### config.mk
export PLATFORM = sky130hd
export DESIGN_NAME = hex_scroll_monitor
export DESIGN_NICKNAME = d
export VERILOG_FILES = /design/src/rtl/hex_scroll_monitor.sv
export SDC_FILE = /design/constraint.sdc
export NUM_CORES = 1
export LEC_CHECK = 0
export CAP_MARGIN = 10
export CORE_MARGIN = 1
export CORE_UTILIZATION = 25
export DETAILED_ROUTE_END_ITERATION = 7
export GPL_TIMING_DRIVEN = 0
export SYNTH_ARGS = -nofsm -noshare
export SYNTH_HDL_FRONTEND = slang
export SYNTH_SLANG_ARGS = --single-unit
### constraint.sdc
create_clock -name CLOCK_50 -period 5.8 [get_ports CLOCK_50]
set_input_delay 0.87 -clock CLOCK_50 [delete_from_list [all_inputs] [get_ports CLOCK_50]]
set_output_delay 0.87 -clock CLOCK_50 [all_outputs]
set_load 0.1 [all_outputs]
### src/rtl/hex_scroll_monitor.sv
// rtl/hex_scroll_monitor.sv - receive-side monitor for a six-digit 7-segment scroller
//
// Purpose:
//   Registers the six active-low segment buses, decodes each glyph to a
//   digit code, filters glitches and classifies every accepted frame change
//   as a one-position rotation up, a rotation down, or an error.
//
// Ports:
//   CLOCK_50     in   system clock, rising edge
//   RST          in   asynchronous active-high reset
//   HEX0..HEX5   in   [0:6] segment buses, segment a = bit 0, active-low
//   frame        out  last accepted frame, frame[4i+3:4i] = code of HEXi
//   frame_valid  out  high once any frame has been accepted
//   dir          out  direction of last step (1 = up, 0 = down)
//   step_pulse   out  one-cycle pulse per detected step
//   step_count   out  step counter, wraps
//   err_pulse    out  one-cycle pulse per error
//   err_count    out  error counter, saturates at 255
//   step_period  out  (HEX_MON_PERIOD_EN only) cycles between the last two steps
//
// Optional feature macro: HEX_MON_PERIOD_EN

module hex_scroll_monitor #(
    parameter int STABLE_CYCLES = 4,
    parameter int CNT_W         = 16
) (
    input  logic             CLOCK_50,
    input  logic             RST,
    input  logic [0:6]       HEX0,
    input  logic [0:6]       HEX1,
    input  logic [0:6]       HEX2,
    input  logic [0:6]       HEX3,
    input  logic [0:6]       HEX4,
    input  logic [0:6]       HEX5,
    output logic [23:0]      frame,
    output logic             frame_valid,
    output logic             dir,
    output logic             step_pulse,
    output logic [CNT_W-1:0] step_count,
    output logic             err_pulse,
`ifdef HEX_MON_PERIOD_EN
    output logic [7:0]       err_count,
    output logic [31:0]      step_period
`else
    output logic [7:0]       err_count
`endif
);

    typedef enum logic {S_EMPTY, S_LOCKED} state_t;

    localparam logic [7:0] LP_STABLE = 8'(STABLE_CYCLES);

    function automatic logic [3:0] f_decode(input logic [0:6] s);
        case (s)
            7'b0000001: return 4'h0;
            7'b1001111: return 4'h1;
            7'b0010010: return 4'h2;
            7'b0000110: return 4'h3;
            7'b1001100: return 4'h4;
            7'b0100100: return 4'h5;
            7'b0100000: return 4'h6;
            7'b0001111: return 4'h7;
            7'b0000000: return 4'h8;
            7'b0000100: return 4'h9;
            7'b1111111: return 4'hF;
            default:    return 4'hE;
        endcase
    endfunction

    logic [0:6]       r_hex [6];
    logic             r_in_vld;
    logic [23:0]      r_cand;
    logic [7:0]       r_cnt;
    logic             r_accept;
    state_t           r_state;
    logic [23:0]      r_frame;
    logic             r_valid;
    logic             r_dir;
    logic             r_step_pulse;
    logic             r_err_pulse;
    logic [CNT_W-1:0] r_step_count;
    logic [7:0]       r_err_count;

    logic [23:0]      w_dec;
    logic             w_new_run;
    logic [7:0]       w_cnt_nxt;
    logic             w_fire;
    logic             w_has_e;
    logic             w_up;
    logic             w_dn;
    state_t           w_state_nxt;
    logic [23:0]      w_frame_nxt;
    logic             w_valid_nxt;
    logic             w_dir_nxt;
    logic             w_step;
    logic             w_err;

    always_comb begin
        w_dec = '0;
        for (int i = 0; i < 6; i++) begin
            w_dec[4*i +: 4] = f_decode(r_hex[i]);
        end
    end

    // Counter restarts at 1 on a new candidate and saturates at STABLE_CYCLES;
    // the accept fires only on the transition into saturation, so once per run.
    assign w_new_run = (w_dec != r_cand);
    assign w_cnt_nxt = w_new_run ? 8'd1 :
                       (r_cnt == LP_STABLE) ? r_cnt : r_cnt + 8'd1;
    assign w_fire    = r_in_vld && (w_cnt_nxt == LP_STABLE) &&
                       (w_new_run || (r_cnt != LP_STABLE));

    // r_in_vld keeps the filter idle until the input register holds a real
    // sample, so the reset value of r_hex can never be accepted as a frame.
    always_ff @(posedge CLOCK_50 or posedge RST) begin
        if (RST) begin
            for (int i = 0; i < 6; i++) r_hex[i] <= '0;
            r_in_vld <= 1'b0;
            r_cand   <= '0;
            r_cnt    <= '0;
            r_accept <= 1'b0;
        end else begin
            r_hex[0] <= HEX0;
            r_hex[1] <= HEX1;
            r_hex[2] <= HEX2;
            r_hex[3] <= HEX3;
            r_hex[4] <= HEX4;
            r_hex[5] <= HEX5;
            r_in_vld <= 1'b1;
            r_accept <= w_fire;
            if (r_in_vld) begin
                r_cand <= w_dec;
                r_cnt  <= w_cnt_nxt;
            end
        end
    end

    always_comb begin
        w_has_e = 1'b0;
        for (int i = 0; i < 6; i++) begin
            if (r_cand[4*i +: 4] == 4'hE) w_has_e = 1'b1;
        end
    end

    // up: content moved toward higher HEX index; down: toward lower.
    assign w_up = (r_cand == {r_frame[19:0], r_frame[23:20]});
    assign w_dn = (r_cand == {r_frame[3:0], r_frame[23:4]});

    always_comb begin
        w_state_nxt = r_state;
        w_frame_nxt = r_frame;
        w_valid_nxt = r_valid;
        w_dir_nxt   = r_dir;
        w_step      = 1'b0;
        w_err       = 1'b0;
        if (r_accept) begin
            if (w_has_e) begin
                w_err = 1'b1;
            end else begin
                case (r_state)
                    S_EMPTY: begin
                        w_frame_nxt = r_cand;
                        w_valid_nxt = 1'b1;
                        w_state_nxt = S_LOCKED;
                    end
                    S_LOCKED: begin
                        if (r_cand == r_frame) begin
                            w_step = 1'b0;
                        end else if (w_up || w_dn) begin
                            // Period-2 content matches both ways: direction is ambiguous, keep it.
                            w_step      = 1'b1;
                            w_frame_nxt = r_cand;
                            if (w_up && !w_dn) w_dir_nxt = 1'b1;
                            if (w_dn && !w_up) w_dir_nxt = 1'b0;
                        end else begin
                            w_err       = 1'b1;
                            w_frame_nxt = r_cand;
                        end
                    end
                    default: w_state_nxt = S_EMPTY;
                endcase
            end
        end
    end

    always_ff @(posedge CLOCK_50 or posedge RST) begin
        if (RST) begin
            r_state      <= S_EMPTY;
            r_frame      <= '0;
            r_valid      <= 1'b0;
            r_dir        <= 1'b0;
            r_step_pulse <= 1'b0;
            r_err_pulse  <= 1'b0;
            r_step_count <= '0;
            r_err_count  <= '0;
        end else begin
            r_state      <= w_state_nxt;
            r_frame      <= w_frame_nxt;
            r_valid      <= w_valid_nxt;
            r_dir        <= w_dir_nxt;
            r_step_pulse <= w_step;
            r_err_pulse  <= w_err;
            if (w_step) r_step_count <= r_step_count + CNT_W'(1);
            if (w_err && (r_err_count != 8'hFF)) r_err_count <= r_err_count + 8'd1;
        end
    end

    assign frame       = r_frame;
    assign frame_valid = r_valid;
    assign dir         = r_dir;
    assign step_pulse  = r_step_pulse;
    assign step_count  = r_step_count;
    assign err_pulse   = r_err_pulse;
    assign err_count   = r_err_count;

`ifdef HEX_MON_PERIOD_EN
    logic [31:0] r_per_cnt;
    logic [31:0] r_period;
    logic        r_seen_step;

    // The counter restarts at 1 in the cycle after a pulse, so the value
    // captured at the next pulse equals the pulse-to-pulse spacing.
    always_ff @(posedge CLOCK_50 or posedge RST) begin
        if (RST) begin
            r_per_cnt   <= '0;
            r_period    <= '0;
            r_seen_step <= 1'b0;
        end else if (r_step_pulse) begin
            r_per_cnt   <= 32'd1;
            r_seen_step <= 1'b1;
            if (r_seen_step) r_period <= r_per_cnt;
        end else if (r_per_cnt != 32'hFFFF_FFFF) begin
            r_per_cnt <= r_per_cnt + 32'd1;
        end
    end

    assign step_period = r_period;
`endif

endmodule

### Word level (Yosys, flattened, before mapping)

Cells that the tools add are included.
Widths: inputs -> output; s select.

| word-level totals | value |
|---|---|
| register bits after elaboration | 129 |
| latch bits | 0 |
| memory bits (writable) | 0 |
| memory bits (read-only) | 0 |
| output and inout port bits | 52 |
| word-level logic and storage cells | 147 |
| memories kept | 0 |

| operators by class | value |
|---|---|
| $add $sub $neg | 3 |
| $mul | 0 |
| div/mod/pow operators | 0 |
| order comparisons | 0 |
| equal/unequal tests | 75 |
| shift-type cells | 0 |
| mux-type cells | 28 |
| bitwise operators | 3 |
| reductions and logical operators | 20 |

Operator list:

| kind | count |
|---|---|
| $pmux 4 s11 | 6 |
| $eq 7x7->1 const B | 18 |
| $eq 7x3->1 const B | 12 |
| $eq 7x6->1 const B | 12 |
| $eq 24x24->1 | 3 |
| $pmux 24 s2 | 1 |
| $eq 7x1->1 const B | 6 |
| $eq 7x4->1 const B | 6 |
| $eq 7x5->1 const B | 6 |
| $logic_not 7->1 | 6 |
| $eq 4x4->1 const B | 6 |
| $mux 24 | 1 |
| $ne 24x24->1 | 1 |
| $mux 1 | 18 |
| $add 16x1->16 const B | 1 |
| $add 8x1->8 const B | 2 |
| $eq 8x3->1 const B | 2 |
| $mux 8 | 2 |
| $ne 8x3->1 const B | 1 |
| $ne 8x8->1 const B | 1 |
| $reduce_and 3->1 | 2 |
| $reduce_and 6->1 | 1 |
| $logic_and 1x1->1 | 5 |
| $not 1->1 | 3 |
| other kinds (5) | 7 |

### Depth between registers and ports, before layout

| depth | value |
|---|---|
| depth in word-level cells | 10 |
| gate-level depth with buffers | 12 |

### Worst setup path after synthesis

Ideal clock, no wire load.

| timing | value |
|---|---|
| path type | register -> register |
| from | register r_frame[20] (netlist: frame[20]) |
| to | register r_step_count[9] (netlist: step_count[9]) |
| arrival time | 3.112 ns |
| setup slack | 2.530 ns |
| cell stages (with the launch flop) | 11 |
| path buffers | 0 |
| period minus slack after synthesis | 3.270 ns |
| path through | dfrtp_1 > xnor2_1 > nand4_1 > nor4_1 > nand3_1 > ha_1 > nor3_2 > nand4_1 > nor2_1 > nand3_1 > xnor2_1 |

| between the ends | value |
|---|---|
| longest elaborated chain between the ends | 7 |
| elaborated cells on any way between the ends | 9 |
| those cells by class | eq/ne: 3; mux: 5; reduce/logical: 1 |

RTL lines:

| element | line | RTL |
|---|---|---|
| start, declared | 76 | `logic [23:0] r_frame;` |
| start signal, assigned | 198 | `r_frame <= w_frame_nxt;` |
| $eq 24x24->1 (on tied branches) | 146, 147 |  |
| $logic_or 1x1->1 | 169 | `end else if (w_up \|\| w_dn) begin` |
| $mux 1 | 169 |  |
| $mux 1 (*) | 167 | `if (r_cand == r_frame) begin` |
| $mux 1 (*) | 160 | `case (r_state)` |
| $mux 1 (*) | 157 | `if (w_has_e) begin` |
| $mux 1 (*) | 156 | `if (r_accept) begin` |
| named net w_step | 95 | `logic w_step;` |
| end signal, assigned | 203 | `if (w_step) r_step_count <= r_step_count + CNT_W'(1);` |
| end, declared | 81 | `logic [CNT_W-1:0] r_step_count;` |

The timed path passes the listed nets; every way through them passes the cells marked *.
A chain may end at the register's enable or synchronous reset.

### Worst setup path in the final report

| timing | value |
|---|---|
| from | register r_cand[8] |
| to | register r_step_count[9] (netlist: step_count[9]) |

| between the ends | value |
|---|---|
| longest elaborated chain between the ends | 7 |
| elaborated cells on any way between the ends | 14 |
| those cells by class | eq/ne: 4; mux: 9; reduce/logical: 1 |

RTL lines:

| element | line | RTL |
|---|---|---|
| start, declared | 72 | `logic [23:0] r_cand;` |
| start signal, assigned | 132 | `r_cand <= w_dec;` |
| $eq 24x24->1 (tied with other cells) | 146 | `assign w_up = (r_cand == {r_frame[19:0], r_frame[23:20]});` |
| $logic_or 1x1->1 or $mux 1 (tied branches) | 169, 141 |  |
| $mux 1 (on tied branches) | 169, 141 |  |
| $mux 1 (on tied branches) | 167, 141 |  |
| $mux 1 (on tied branches) | 160, 141 |  |
| $mux 1 (*) | 157 |  |
| $mux 1 (*) | 156 |  |
| named net w_step | 95 |  |

Marks and branches as above.

==> impl_metrics.xml <==
<?xml version="1.0" encoding="UTF-8"?>
<metrics>
  <group name="timing">
    <metric name="worst_slew_pin_slew" unit="ns">1.06</metric>
    <metric name="pins_over_slew_limit" unit="">0</metric>
    <metric name="timing.final.setup_violations" unit="">0</metric>
    <metric name="period_share" unit="%">62.9</metric>
    <metric name="max-slew-margin-rel" unit="%">28.9</metric>
    <metric name="worst_clk_skew" unit="ns">0.0215</metric>
    <metric name="finalHoldViolations" unit="">0</metric>
    <metric name="fin_tns_setup" unit="ns">0</metric>
    <metric name="post-route-min-period" unit="ns">3.65</metric>
    <metric name="clock.fmax" unit="MHz">274</metric>
    <metric name="grt_setup_unrepaired" unit="">false</metric>
  </group>
  <group name="pwr">
    <metric name="share_clk_of_total_power" unit="%">47.6</metric>
    <metric name="comb_power_share" unit="%">11.1</metric>
    <metric name="vdd_drop_max" unit="mV">0.238</metric>
    <metric name="cellInternalPower" unit="mW">1.72</metric>
    <metric name="power_density" unit="nW/um^2">240</metric>
    <metric name="finalPower" unit="mW">2.29</metric>
    <metric name="power.switching_fraction" unit="%">25.1</metric>
    <metric name="power.net_switching" unit="mW">0.577</metric>
    <metric name="cellLeakagePower" unit="nW">3.77</metric>
    <metric name="seqPwrFrac" unit="%">41.3</metric>
  </group>
  <group name="die">
    <metric name="fp-row-count" unit="">63</metric>
    <metric name="initial_utilization" unit="%">25.4</metric>
    <metric name="die_width" unit="um">175</metric>
    <metric name="design.die.area" unit="sq um">30700</metric>
    <metric name="io-pin-count" unit="">96</metric>
    <metric name="core" unit="sq um">29600</metric>
    <metric name="fp.dieH" unit="um">175</metric>
  </group>
  <group name="routing">
    <metric name="avgRoutedWirePerCell" unit="um">15.0</metric>
    <metric name="detail_route.wirelength" unit="um">19500</metric>
    <metric name="vias" unit="">6325</metric>
    <metric name="total_met2_wirelength_after_detailed_routing" unit="um">8860</metric>
    <metric name="number_of_design_rule_violations_left_by_the_first_detailed_router_iteration" unit="">444</metric>
    <metric name="number_of_iterations_in_the_first_detailed_routing_pass" unit="">5</metric>
    <metric name="sum_of_met3_wire_segment_lengths_after_detailed_routing" unit="um">891</metric>
    <metric name="drtAntennaViolNets" unit="">0</metric>
    <metric name="routed_via_density" unit="">4.88</metric>
    <metric name="drcViolationCount" unit="">0</metric>
    <metric name="highest-signal-layer" unit="">met4</metric>
    <metric name="drt-met1-wl" unit="um">9530</metric>
  </group>
  <group name="yosys">
    <metric name="syn-num-nets" unit="">829</metric>
    <metric name="synthDistinctLibCells" unit="">75</metric>
    <metric name="syn-instance-count" unit="">779</metric>
    <metric name="ys_seq_area_share" unit="%">43.1</metric>
    <metric name="synth-seq-cells" unit="">129</metric>
    <metric name="synthTopCellsByArea" unit="">sky130_fd_sc_hd__dfrtp_1, sky130_fd_sc_hd__xnor2_1, sky130_fd_sc_hd__xor2_1, sky130_fd_sc_hd__mux2_2, sky130_fd_sc_hd__nor2_1</metric>
    <metric name="synthesis.area" unit="sq um">7500</metric>
    <metric name="ys_warnings" unit="">0</metric>
    <metric name="ys_dominant_reg_cell" unit="">sky130_fd_sc_hd__dfrtp_1</metric>
    <metric name="synth_edf_count" unit="">0</metric>
    <metric name="synth.largest_area_cell" unit="">sky130_fd_sc_hd__dfrtp_1</metric>
    <metric name="syn-mean-instance-area" unit="sq um">9.62</metric>
    <metric name="asyncSetResetFlopFracSynth" unit="%">100</metric>
    <metric name="synth_largest_type_area_fraction" unit="%">43.1</metric>
  </group>
  <group name="critical_path">
    <metric name="required_time_reported_for_the_critical_path_endpoint" unit="ns">6.10</metric>
    <metric name="critical_path.cell_chain" unit="">buf_1 &gt; xnor2_1 &gt; nand4_1 &gt; nor4_1 &gt; nand3_1 &gt; ha_1 &gt; nor3_2 &gt; nand4_1 &gt; nor2_1 &gt; nand3_1 &gt; xnor2_1</metric>
    <metric name="ff2ff_path_depth" unit="">11</metric>
    <metric name="rr_startpoint" unit="">r_cand[8]$_DFFE_PP0P_</metric>
    <metric name="worst_reg2reg_setup_slack" unit="ns">2.15</metric>
    <metric name="setup_crit_start_kind" unit="">register</metric>
    <metric name="critical_path.reg2reg.endpoint" unit="">step_count[9]$_DFFE_PP0P_</metric>
    <metric name="cp_slowest_cell" unit="">sky130_fd_sc_hd__nor3_2</metric>
    <metric name="max_stage_delay" unit="ns">0.53</metric>
    <metric name="path_max_fanout" unit="">10</metric>
    <metric name="criticalPathCategory" unit="">reg -&gt; reg</metric>
    <metric name="worstPathArrival" unit="ns">3.95</metric>
    <metric name="cell_family_contributing_the_most_delay_on_the_critical_path" unit="">simple AND/OR/NAND/NOR gates</metric>
    <metric name="worst-path-buf-inv" unit="">1</metric>
    <metric name="critPathCaptureType" unit="">register</metric>
  </group>
  <group name="placement">
    <metric name="place.detailed.hpwl" unit="um">14600</metric>
    <metric name="post_dp_cell_area" unit="sq um">8970</metric>
    <metric name="port_buffers" unit="">95</metric>
    <metric name="gp_congestion" unit="">0.868</metric>
  </group>
  <group name="finish">
    <metric name="finalInstanceArea" unit="sq um">9570</metric>
    <metric name="drive_gt1_share" unit="%">9.70</metric>
    <metric name="design.final.nets" unit="">944</metric>
    <metric name="finalCoreUtilization" unit="%">32.4</metric>
    <metric name="areaGrowthSynthToFinish" unit="%">27.7</metric>
    <metric name="antennaDiodeCount" unit="">0</metric>
  </group>
  <group name="clock_network">
    <metric name="clock_latency" unit="ns">0.42</metric>
    <metric name="deepest_level_of_the_cts_h_tree" unit="">4</metric>
    <metric name="cts_made_buffers" unit="">17</metric>
    <metric name="cts.clk_slew.worst_paths" unit="ns">0.06</metric>
    <metric name="tritoncts" unit="">yes</metric>
    <metric name="clk_root_buffer_cell" unit="">sky130_fd_sc_hd__clkbuf_16</metric>
    <metric name="holdBufCountCts" unit="">0</metric>
    <metric name="cts.repair.resized" unit="">0</metric>
    <metric name="cts_post_setup_buffers_inserted" unit="">0</metric>
    <metric name="clock_tree.buffer_depth" unit="">2</metric>
    <metric name="clock_sinks" unit="">129</metric>
  </group>
  <group name="grt">
    <metric name="globalRouteOverflowTotal" unit="">0</metric>
    <metric name="grt_use_total" unit="%">13.3</metric>
    <metric name="grt_max_degree" unit="">97</metric>
    <metric name="grt_pass1_vias" unit="">6078</metric>
    <metric name="number_of_antenna_violations_at_the_first_check_in_global_routing" unit="">0</metric>
    <metric name="grt_pass1_wl" unit="um">32500</metric>
  </group>
  <group name="flow_run">
    <metric name="cap_viol_max_count" unit="">0</metric>
  </group>
  <group name="outcome">
    <metric name="run_status" unit="">finished, final reports clean</metric>
  </group>
  <group name="worst_hold_path">
    <metric name="whs_path_depth" unit="">1</metric>
    <metric name="worstHoldPathType" unit="">reg -&gt; reg</metric>
    <metric name="worst_hold_path_ep" unit="">step_count[15]$_DFFE_PP0P_</metric>
    <metric name="hold_path_startpoint" unit="">step_count[15]$_DFFE_PP0P_</metric>
  </group>
</metrics>
-- flip-flops by register name, summed over array words and instances (netlist names), 8 cells and up --
signal and cells:
r_hex 42, frame 24, r_cand 24, err_count 8, step_count 16, r_cnt 8
-- per-layer routing --
metal	vias to the layer above	global-route usage [%]
li1	3061	-
met1	3076	18.3
met2	170	20.9
met3	18	3.15
met4	0	3.08
met5	-	0
-- worst max-delay path by stage --
| stage | startpoint | endpoint | slack, ns | depth (start not counted) |
|---|---|---|---|---|
| after global routing | r_cand[8]$_DFFE_PP0P_ | step_count[9]$_DFFE_PP0P_ | 1.74 | 11 |
| after global placement | RST | r_hex[30]$_DFF_PP0_ | -0.51 | 2 |
| after detailed placement | r_cand[8]$_DFFE_PP0P_ | step_count[9]$_DFFE_PP0P_ | 2.22 | 11 |
| final | r_cand[8]$_DFFE_PP0P_ | step_count[9]$_DFFE_PP0P_ | 2.15 | 11 |
| after floorplan | RST | dir$_DFFE_PP0P_ | 1.49 | 1 |
| after CTS | r_cand[8]$_DFFE_PP0P_ | step_count[9]$_DFFE_PP0P_ | 2.17 | 11 |
-- stage by stage --
stage	setup slack, ns	std cells	hold slack, ns
floorplan	1.49	779	0.465
global placement	-0.514	1264	0.456
detailed placement	2.22	1265	0.461
CTS	2.17	1297	0.469
global route	1.74	1297	0.500
finish	2.15	1297	0.465
-- area by class of cell --
type | instances | area, sq um
well taps | 390 | 488
repair buffers | 96 | 978
clock buffers | 18 | 439
clock inverters | 14 | 164
inverters | 19 | 76.3
fillers | 3038 | 20000
plain buffers | 49 | 214
multi-input cells | 582 | 3980
flip-flops and latches | 129 | 3230
-- cells by family after synthesis --
group	share of synthesized area (%)
muxes	4.51
xor gates and xnor gates	13.3
and+or+nand+nor	22.2
AOI/OAI and AO/OA	12.0
buffers and inverters	3.81
other	0.0500
DFF	43.1
adders and majority gates	1.00
-- placed cells by master (no fill, tap or decap), types with 7 or more instances in the layout --
master,count
sky130_fd_sc_hd__nand2_1,42
sky130_fd_sc_hd__nor3_1,31
sky130_fd_sc_hd__nor3b_1,7
sky130_fd_sc_hd__clkbuf_16,17
sky130_fd_sc_hd__o22ai_1,7
sky130_fd_sc_hd__dfrtp_1,129
sky130_fd_sc_hd__clkdlybuf4s50_1,95
sky130_fd_sc_hd__nand4_1,21
sky130_fd_sc_hd__and3_1,12
sky130_fd_sc_hd__xor2_1,53
sky130_fd_sc_hd__inv_1,18
sky130_fd_sc_hd__nor4_1,20
sky130_fd_sc_hd__mux2_2,30
sky130_fd_sc_hd__nor2_1,57
sky130_fd_sc_hd__a21oi_1,37
sky130_fd_sc_hd__nand3_1,39
sky130_fd_sc_hd__or3_1,8
sky130_fd_sc_hd__o21ai_0,18
sky130_fd_sc_hd__clkbuf_1,38
sky130_fd_sc_hd__xnor2_1,61
sky130_fd_sc_hd__a31oi_1,7
sky130_fd_sc_hd__nand2b_1,7
-- synthesized netlist by cell type, types with 3 or more instances --
cell	number
sky130_fd_sc_hd__a2111oi_0	4
sky130_fd_sc_hd__a21o_1	6
sky130_fd_sc_hd__a21oi_1	37
sky130_fd_sc_hd__a31oi_1	7
sky130_fd_sc_hd__a32oi_1	4
sky130_fd_sc_hd__and2_1	4
sky130_fd_sc_hd__and3_1	12
sky130_fd_sc_hd__and3b_1	3
sky130_fd_sc_hd__and4_1	4
sky130_fd_sc_hd__and4b_1	6
sky130_fd_sc_hd__buf_2	5
sky130_fd_sc_hd__buf_6	3
sky130_fd_sc_hd__clkbuf_1	38
sky130_fd_sc_hd__dfrtp_1	129
sky130_fd_sc_hd__ha_1	6
sky130_fd_sc_hd__inv_1	19
sky130_fd_sc_hd__mux2_2	30
sky130_fd_sc_hd__nand2_1	42
sky130_fd_sc_hd__nand2b_1	7
sky130_fd_sc_hd__nand3_1	39
sky130_fd_sc_hd__nand3b_1	4
sky130_fd_sc_hd__nand4_1	21
sky130_fd_sc_hd__nand4b_1	6
sky130_fd_sc_hd__nor2_1	57
sky130_fd_sc_hd__nor3_1	31
sky130_fd_sc_hd__nor3b_1	7
sky130_fd_sc_hd__nor4_1	20
sky130_fd_sc_hd__nor4b_1	4
sky130_fd_sc_hd__nor4bb_1	3
sky130_fd_sc_hd__o211ai_1	5
sky130_fd_sc_hd__o21ai_0	18
sky130_fd_sc_hd__o21ai_1	4
sky130_fd_sc_hd__o22a_1	3
sky130_fd_sc_hd__o22ai_1	7
sky130_fd_sc_hd__o2bb2ai_1	3
sky130_fd_sc_hd__o41ai_1	5
sky130_fd_sc_hd__or2_2	4
sky130_fd_sc_hd__or3_1	8
sky130_fd_sc_hd__or4_1	3
sky130_fd_sc_hd__xnor2_1	61
sky130_fd_sc_hd__xor2_1	53
-- power groups by stage --
stage                     Sequential [mW]  Combinational, mW  Clock [mW]
after floorplan                     0.958              0.173           0
after global placement              0.963              0.249           0
after detailed placement            0.963              0.255           0
after CTS                           0.947              0.257        1.12
after global routing                0.951              0.285        1.16
final                               0.947              0.256        1.09
Note: power is estimated with default switching activity, not from simulation.
